<file path="config.mk">
export PLATFORM = sky130hd
export DESIGN_NAME = mano_io_unit
export DESIGN_NICKNAME = d
export VERILOG_FILES = /design/src/rtl/mano_io_unit.sv
export SDC_FILE = /design/constraint.sdc
export NUM_CORES = 1
export LEC_CHECK = 0
export ABC_AREA = 1
export CORE_MARGIN = 8
export CORE_UTILIZATION = 42
export DETAILED_ROUTE_END_ITERATION = 10
export PLACE_DENSITY = 0.81
export SLEW_MARGIN = 20
export SYNTH_ARGS = -nofsm -noshare
export SYNTH_HDL_FRONTEND = slang
export SYNTH_SLANG_ARGS = --single-unit
</file>
<file path="constraint.sdc">
create_clock -name io_clock -period 1.6 [get_ports io_clock]
set_clock_uncertainty 0.2 [all_clocks]
set_input_delay 0.16 -clock io_clock [delete_from_list [all_inputs] [get_ports io_clock]]
set_output_delay 0.16 -clock io_clock [all_outputs]
set_load 0.1 [all_outputs]
</file>
<file path="src/rtl/mano_io_unit.sv">
// Mano basic computer character I/O unit: INPR/OUTR, FGI/FGO, IEN, R.
// External flag strobes are synchronised and edge-detected before use.
module mano_io_unit #(
  parameter int CHAR_W = 8
) (
  input  logic              io_clock,
  input  logic              io_reset,
  input  logic              io_fgiset,
  input  logic [CHAR_W-1:0] io_inpr,
  input  logic              io_fgoset,
  output logic [CHAR_W-1:0] io_outr,
  output logic              io_outvalid,
  output logic              io_overrun,
  input  logic              cpu_inp,
  input  logic              cpu_out,
  input  logic [CHAR_W-1:0] cpu_ac_lo,
  input  logic              cpu_ski,
  input  logic              cpu_sko,
  input  logic              cpu_ion,
  input  logic              cpu_iof,
  input  logic              cpu_r_window,
  input  logic              cpu_int_ack,
  output logic [CHAR_W-1:0] cpu_inpr,
  output logic              cpu_skip,
  output logic              cpu_fgi,
  output logic              cpu_fgo,
  output logic              cpu_ien,
  output logic              cpu_r
);

  logic [2:0]        fgi_sync_q, fgo_sync_q;
  logic [CHAR_W-1:0] inpr_q, inpr_d;
  logic [CHAR_W-1:0] outr_q, outr_d;
  logic              fgi_q, fgi_d;
  logic              fgo_q, fgo_d;
  logic              ien_q, ien_d;
  logic              r_q, r_d;
  logic              ovr_q, ovr_d;
  logic              ev_in, ev_out;

  // [0],[1] synchronise; [2] remembers the previous level for edge detect
  assign ev_in  = fgi_sync_q[1] & ~fgi_sync_q[2];
  assign ev_out = fgo_sync_q[1] & ~fgo_sync_q[2];

  always_comb begin
    inpr_d = inpr_q;
    outr_d = outr_q;
    fgi_d  = fgi_q;
    fgo_d  = fgo_q;
    ien_d  = ien_q;
    r_d    = r_q;
    ovr_d  = ovr_q;

    if (ev_in) begin
      if (!fgi_q || cpu_inp) begin
        inpr_d = io_inpr;
        fgi_d  = 1'b1;
      end else begin
        ovr_d  = 1'b1;
      end
    end else if (cpu_inp) begin
      fgi_d = 1'b0;
    end

    if (cpu_out) begin
      outr_d = cpu_ac_lo;
      fgo_d  = 1'b0;
    end else if (ev_out) begin
      fgo_d  = 1'b1;
    end

    if (cpu_iof || cpu_int_ack) begin
      ien_d = 1'b0;
    end else if (cpu_ion) begin
      ien_d = 1'b1;
    end

    if (cpu_int_ack) begin
      r_d = 1'b0;
    end else if (cpu_r_window && ien_q && (fgi_q || fgo_q)) begin
      r_d = 1'b1;
    end
  end

  always_ff @(posedge io_clock or posedge io_reset) begin
    if (io_reset) begin
      fgi_sync_q <= '0;
      fgo_sync_q <= '0;
      inpr_q     <= '0;
      outr_q     <= '0;
      fgi_q      <= 1'b0;
      fgo_q      <= 1'b1;
      ien_q      <= 1'b0;
      r_q        <= 1'b0;
      ovr_q      <= 1'b0;
    end else begin
      fgi_sync_q <= {fgi_sync_q[1:0], io_fgiset};
      fgo_sync_q <= {fgo_sync_q[1:0], io_fgoset};
      inpr_q     <= inpr_d;
      outr_q     <= outr_d;
      fgi_q      <= fgi_d;
      fgo_q      <= fgo_d;
      ien_q      <= ien_d;
      r_q        <= r_d;
      ovr_q      <= ovr_d;
    end
  end

  assign io_outr     = outr_q;
  assign io_outvalid = ~fgo_q;
  assign io_overrun  = ovr_q;
  assign cpu_inpr    = inpr_q;
  assign cpu_skip    = (cpu_ski & fgi_q) | (cpu_sko & fgo_q);
  assign cpu_fgi     = fgi_q;
  assign cpu_fgo     = fgo_q;
  assign cpu_ien     = ien_q;
  assign cpu_r       = r_q;

endmodule

</file>
==> impl_metrics.yaml, run 1 <==
clocking:
  ctsHoldBuffers: 0
  htree_levels: 1
  worstSkewPairLatency_ns: 0.30
  numCtsBuffers: 3
  cts_buffer_depth: 2
  cts_tree: "built"
  cts_root_buf: "clkbuf_4"
  clock-sinks: 27
  clkSlewWorstSetupHoldPaths_ns: 0.13
grt:
  gr-total-overflow: 0
  grt_pass1_vias: 944
  grt_pass1_wl_um: 4710
  grt_max_degree: 28
  antenna_found_initial: 0
  grtUsageTotal_pct: 14.2
power_and_ir_drop:
  p_seq_share_pct: 41.1
  ir_drop_mv: 0.709
  leakage_nw: 0.909
  p_sw_uw: 819
  p_sw_share_pct: 41.0
  p_per_area_mw_per_mm2: 1080
  internal-power_mw: 1.18
  p_comb_share_pct: 45.4
  clockPowerShare_pct: 13.5
  power_mw: 2.00
yosys:
  syn_area_mm2: 0.00102
  synth.distinct_cells: 13
  synthesis.nets: 128
  synth-seq-area-share_pct: 66.6
  syn_inst: 100
  yosysWarnings: 0
  synth_seq_cells: 27
  syn_area_per_cell_um2: 10.2
floorplanning:
  die_w_um: 65.2
  die_height_um: 65.2
  dieArea_mm2: 0.00425
  start_util_pct: 42.6
  ioPinCount: 51
  core_mm2: 0.00239
  num_rows: 18
timing:
  period_share_pct: 103
  drv_slew: 0
  max_freq_mhz: 609
  rsz0062_at_grt: "yes"
  timing.hold.ws_ns: 0.0131
  fin_setup_tns_ns: -0.0833
  finalHoldViolCount: 0
  setup_viol: 3
  worstMarginPinSlew_ns: 0.338
  max_slew_margin_pct: 77.5
  fin_ws_ns: -0.0423
  fin_crit_ns: 1.64
worst_setup_path:
  critPathLaunchType: "flop"
  critPathArrivalTime_ns: 1.28
  reg2reg_setup_slack_ns: 0.19
  r2r-start: "cpu_fgo$_DFFE_PP1P_"
  reg2reg_to: "cpu_r$_DFFE_PP0P_"
  crit_type: "flop to output port"
  critical_path.endpoint_type: "output port"
  worstPathMaxFanout: 3
  r2r_cells: 5
  required_ns: 1.24
placement:
  port_buffers: 50
  gp_congestion: 0.729
  hpwl_um: 2330
  dpl.cell_count: 182
layout:
  area_growth_pct: 82.9
  n_antenna_cell: 0
  finalNetCount: 187
  drive_gt1_share_pct: 24.1
  most-common-layout-cells: "nand2_1 (30), clkdlybuf4s50_1 (27), dfrtp_1 (25)"
  ff_latch_area_um2: 682
  final_core_util_pct: 77.8
  layout_commonest_cell: "nand2_1"
  nFillCells: 164
  instances_no_fill: 188
  multi_input_area_um2: 277
run_status:
  violations: "negative setup slack"
  status: "finished with violations"
worst_hold_path:
  hp-class: "input pin to asynchronous set/reset pin"
route:
  drtPass1Iterations: 4
  drtIter0Drc: 37
  drc_errors: 0
  avgRoutedWirePerCell_um: 15.0
  vias: 876
  viasPerCell: 4.66
  wirelength_um: 2810
  ant_nets: 0
run:
  maxCapViolCount: 0
==> timing repair <==
item,CTS,global route
endpoints found under the setup margin,2,3
gates resized for setup,1,0
setup buffers,2,0
endpoints found under the hold margin,0,0
==> state kept, by name, summed over array words and instances, names as in the netlist <==
signal	cells
io_overrun	1
cpu_r	1
fgo_sync_q	3
cpu_fgo	1
fgi_sync_q	3
cpu_ien	1
io_outr	8
cpu_fgi	1
cpu_inpr	8
==> cells in the mapped netlist <==
library cell / number / area share, %
dfstp_2: 1 / 2.6
a22o_1: 1 / 0.86
nand2_1: 30 / 11
a21oi_1: 2 / 0.99
dfrtp_1: 26 / 64
nand2_4: 2 / 2.2
buf_4: 1 / 0.74
nor3_1: 1 / 0.49
nor2_8: 1 / 2.0
nand3_1: 9 / 4.4
o21ai_0: 8 / 3.9
inv_1: 17 / 6.3
nor2_1: 1 / 0.37
==> logic make-up after synthesis <==
family / after synthesis / synth area share (%)
and+or+nand+nor: 44 / 20.6
DFF: 27 / 66.6
buffers and inverters: 18 / 7.02
AOI/OAI and AO/OA: 11 / 5.79
==> critical path, stage by stage (launching register included) <==
cell,delay [ns]
dfstp_4,0.67
a22o_4,0.14
buf_12,0.16
==> through the flow <==
| step | worst slack (ns) | area (um^2) |
|---|---|---|
| after floorplan | -0.291 | 1030 |
| after global placement | 0.238 | 1810 |
| after detailed placement | 0.190 | 1810 |
| after CTS | -0.0588 | 1860 |
| after global routing | -0.0917 | 1860 |
| final | -0.0423 | 1860 |
==> routing by layer <==
layer	track usage, %	up-vias	share of wire (%)
li1	-	423	-
met1	16.8	415	42
met2	23.6	36	51
met3	3.91	2	6.0
met4	5.72	0	1.2
met5	0	-	0
==> how the worst max path moves through the flow <==
stage | from | end | slack (ns) | cells after the start
6_report | cpu_fgo$_DFFE_PP1P_ | cpu_skip | -0.04 | 2
3_5_place_dp | cpu_inp | cpu_inpr[7]$_DFFE_PP0P_ | 0.19 | 6
4_1_cts | cpu_fgo$_DFFE_PP1P_ | cpu_skip | -0.06 | 2
3_3_place_gp | cpu_sko | cpu_skip | 0.24 | 3
2_1_floorplan | cpu_fgo$_DFFE_PP1P_ | cpu_r$_DFFE_PP0P_ | -0.29 | 4
5_1_grt | cpu_fgo$_DFFE_PP1P_ | cpu_skip | -0.09 | 2
==> power groups by stage <==
stage | combinational (mW) | sequential (mW) | clock (mW)
6_report | 0.908 | 0.821 | 0.269
4_1_cts | 0.917 | 0.822 | 0.291
3_3_place_gp | 0.894 | 0.830 | 0
5_1_grt | 0.940 | 0.831 | 0.322
2_1_floorplan | 0.118 | 1.22 | 0
3_5_place_dp | 0.908 | 0.835 | 0
==> cell type report <==
class,count,share of cell area (%)
Clock buffer,4,1.41
Multi-Input combinational cell,55,14.9
Tap cell,30,2.02
Timing Repair Buffer,55,41.3
Inverter,17,3.64
Sequential cell,27,36.7
(Power assumes the default switching activity.)
==> run 2: changes to the inputs <==
--- a/config.mk
+++ b/config.mk
@@ -7,10 +7,11 @@
 export LEC_CHECK = 0
 export ABC_AREA = 1
 export CORE_MARGIN = 8
-export CORE_UTILIZATION = 42
+export CORE_UTILIZATION = 35
 export DETAILED_ROUTE_END_ITERATION = 10
-export PLACE_DENSITY = 0.81
+export PLACE_DENSITY = 0.71
 export SLEW_MARGIN = 20
 export SYNTH_ARGS = -nofsm -noshare
 export SYNTH_HDL_FRONTEND = slang
 export SYNTH_SLANG_ARGS = --single-unit
+export TNS_END_PERCENT = 50
==> constraint.sdc (replaced) <==
create_clock -name io_clock -period 1.4 [get_ports io_clock]
set_clock_uncertainty 0.2 [all_clocks]
set_input_delay 0.14 -clock io_clock [delete_from_list [all_inputs] [get_ports io_clock]]
set_output_delay 0.14 -clock io_clock [all_outputs]
set_load 0.1 [all_outputs]
==> run 2 against run 1 <==
Compared with the run above: the flow still finishes with violations (negative setup slack); first-iteration DRC count shrank 11%; flip-flop and latch count is the same; wire length fell by 6.0%; register-to-register slack got worse by 0.22 ns; die area up 15%; worst hold slack improved by 0.024 ns; combinational power up 15%; critical path depth did not move; non-clock buffer count stayed put; critical endpoint unchanged; largest cell class unchanged; largest power group unchanged.
==> impl_metrics.yaml, run 2 (synthesis gave the netlist of run 1 again) <==
floorplanning:
  num_rows: 19
  die_height_um: 69.9
  ioPinCount: 51
  die_w_um: 69.9
  start_util_pct: 36.8
  core_mm2: 0.00276
  dieArea_mm2: 0.00488
layout:
  multi_input_area_um2: 280
  drive_gt1_share_pct: 24.7
  layout_commonest_cell: "nand2_1"
  n_antenna_cell: 0
  most-common-layout-cells: "nand2_1 (30), clkdlybuf4s50_1 (27), dfrtp_1 (25)"
  nFillCells: 209
  finalNetCount: 187
  instances_no_fill: 189
  area_growth_pct: 85.2
  ff_latch_area_um2: 682
route:
  avgRoutedWirePerCell_um: 14.0
  vias: 858
  drtPass1Iterations: 4
  wirelength_um: 2640
  ant_nets: 0
  viasPerCell: 4.54
  drc_errors: 0
  drtIter0Drc: 33
worst_setup_path:
  critPathLaunchType: "flop"
  crit_chain: "a22o_4 > buf_12"
  slowest_delay_ns: 0.67
  worstPathMaxFanout: 3
  critPathArrivalTime_ns: 1.30
  crit_type: "flop to output port"
  slowest_stage: "dfstp_4"
  critical_path.endpoint_type: "output port"
  required_ns: 1.06
clocking:
  cts_tree: "built"
  clock-sinks: 27
  htree_levels: 1
  clkSlewWorstSetupHoldPaths_ns: 0.15
  numCtsBuffers: 3
  cts_root_buf: "clkbuf_4"
  worstSkewPairLatency_ns: 0.32
  cts_buffer_depth: 2
power_and_ir_drop:
  ir_drop_mv: 0.968
  p_per_area_mw_per_mm2: 1230
  leakage_nw: 0.912
timing:
  fin_ws_ns: -0.239
  drv_slew: 0
  max_freq_mhz: 610
  timing.hold.ws_ns: 0.0367
  setup_viol: 4
  fin_crit_ns: 1.64
  worstMarginPinSlew_ns: 0.181
  rsz0062_at_grt: "yes"
  max_slew_margin_pct: 87.9
  finalHoldViolCount: 0
  period_share_pct: 117
grt:
  grt_pass1_vias: 963
  gr-total-overflow: 0
  grtUsageTotal_pct: 11.3
  antenna_found_initial: 0
  grt_pass1_wl_um: 4620
  grt_max_degree: 28
worst_hold_path:
  hp-class: "input pin to flop"
run_status:
  violations: "negative setup slack"
  status: "finished with violations"
placement:
  gp_congestion: 0.681
  dpl.cell_count: 182
  hpwl_um: 2110
  port_buffers: 50
run:
  maxCapViolCount: 0
==> run 2: cell types whose count changed in the layout (fill, tap and decap cells not counted) <==
| cell | change |
|---|---|
| a21oi_1 | -1 |
| a21oi_2 | +1 |
| buf_12 | +1 |
| buf_4 | -2 |
| clkbuf_1 | -1 |
| clkinvlp_4 | +1 |
| dlygate4sd3_1 | +1 |
==> run 2: worst max-delay path, delay by kind of cell, from the launching register on <==
family                 cells  cell delay, ns
buffers and inverters      1            0.16
DFF                        1            0.67
AOI/OAI and AO/OA          1            0.14
==> run 2: final timing paths <==
kind                                            to                     from  cells after the start  slack [ns]
min                        fgi_sync_q[0]$_DFF_PP0_                io_fgiset                      1        0.04
min reg2reg                fgo_sync_q[1]$_DFF_PP0_  fgo_sync_q[0]$_DFF_PP0_                      0        0.17
max reg2reg                      cpu_r$_DFFE_PP0P_      cpu_fgo$_DFFE_PP1P_                      5       -0.03
min in group asynchronous   io_outr[4]$_DFFE_PP0P_                 io_reset                      4        0.47
max in group asynchronous      cpu_fgo$_DFFE_PP1P_                 io_reset                      4        0.31
max                                       cpu_skip      cpu_fgo$_DFFE_PP1P_                      2       -0.24
==> run 2: repair_timing <==
item | 4_1_cts | 5_1_grt
gates resized for setup | 1 | 1
setup endpoints to repair | 3 | 4
buffers inserted | 2 | 0
hold endpoints to repair | 26 | 0
hold buffers | 1 | 0
==> run 2: cell type report <==
| type | instances | share of cell area (%) |
|---|---|---|
| Timing Repair Buffer | 55 | 41.6 |
| Inverter | 17 | 3.59 |
| Tap cell | 31 | 2.06 |
| Multi-Input combinational cell | 55 | 14.9 |
| Sequential cell | 27 | 36.2 |
| Clock inverter | 1 | 0.399 |
| Clock buffer | 3 | 1.20 |
==> run 2: stage by stage <==
stage	instance area (um^2)	setup WS [ns]	utilization (%)	power, mW	TNS [ns]
2_1_floorplan	1030	-0.491	-	1.53	-1.47
3_3_place_gp	1820	0.0827	65.8	1.98	0
3_5_place_dp	1820	0.0592	65.8	1.99	0
4_1_cts	1880	-0.253	68.1	2.34	-0.709
5_1_grt	1880	-0.286	68.2	2.42	-0.931
6_report	1880	-0.239	68.2	2.31	-0.700
==> run 2: routing by layer <==
metal / wire [um] / track usage (%) / part of all wire, % / up-vias
met3: 286 / 6.21 / 11 / 2
met5: 0 / 0 / 0 / -
met4: 15 / 3.35 / 0.57 / 0
met1: 993 / 11.8 / 38 / 402
li1: - / - / - / 422
met2: 1350 / 19.0 / 51 / 32
==> run 2: where the power goes <==
group	switching, mW	internal, mW
logic	0.655	0.386
registers	0.0828	0.856
clock network	0.226	0.109
==> run 3: changes to the inputs <==
--- a/config.mk
+++ b/config.mk
@@ -6,6 +6,7 @@
 export NUM_CORES = 1
 export LEC_CHECK = 0
 export ABC_AREA = 1
+export CAP_MARGIN = 20
 export CORE_MARGIN = 8
 export CORE_UTILIZATION = 35
 export DETAILED_ROUTE_END_ITERATION = 10
==> results of run 3 <==
The final DEF is identical to that of run 2; final timing and power are the same.
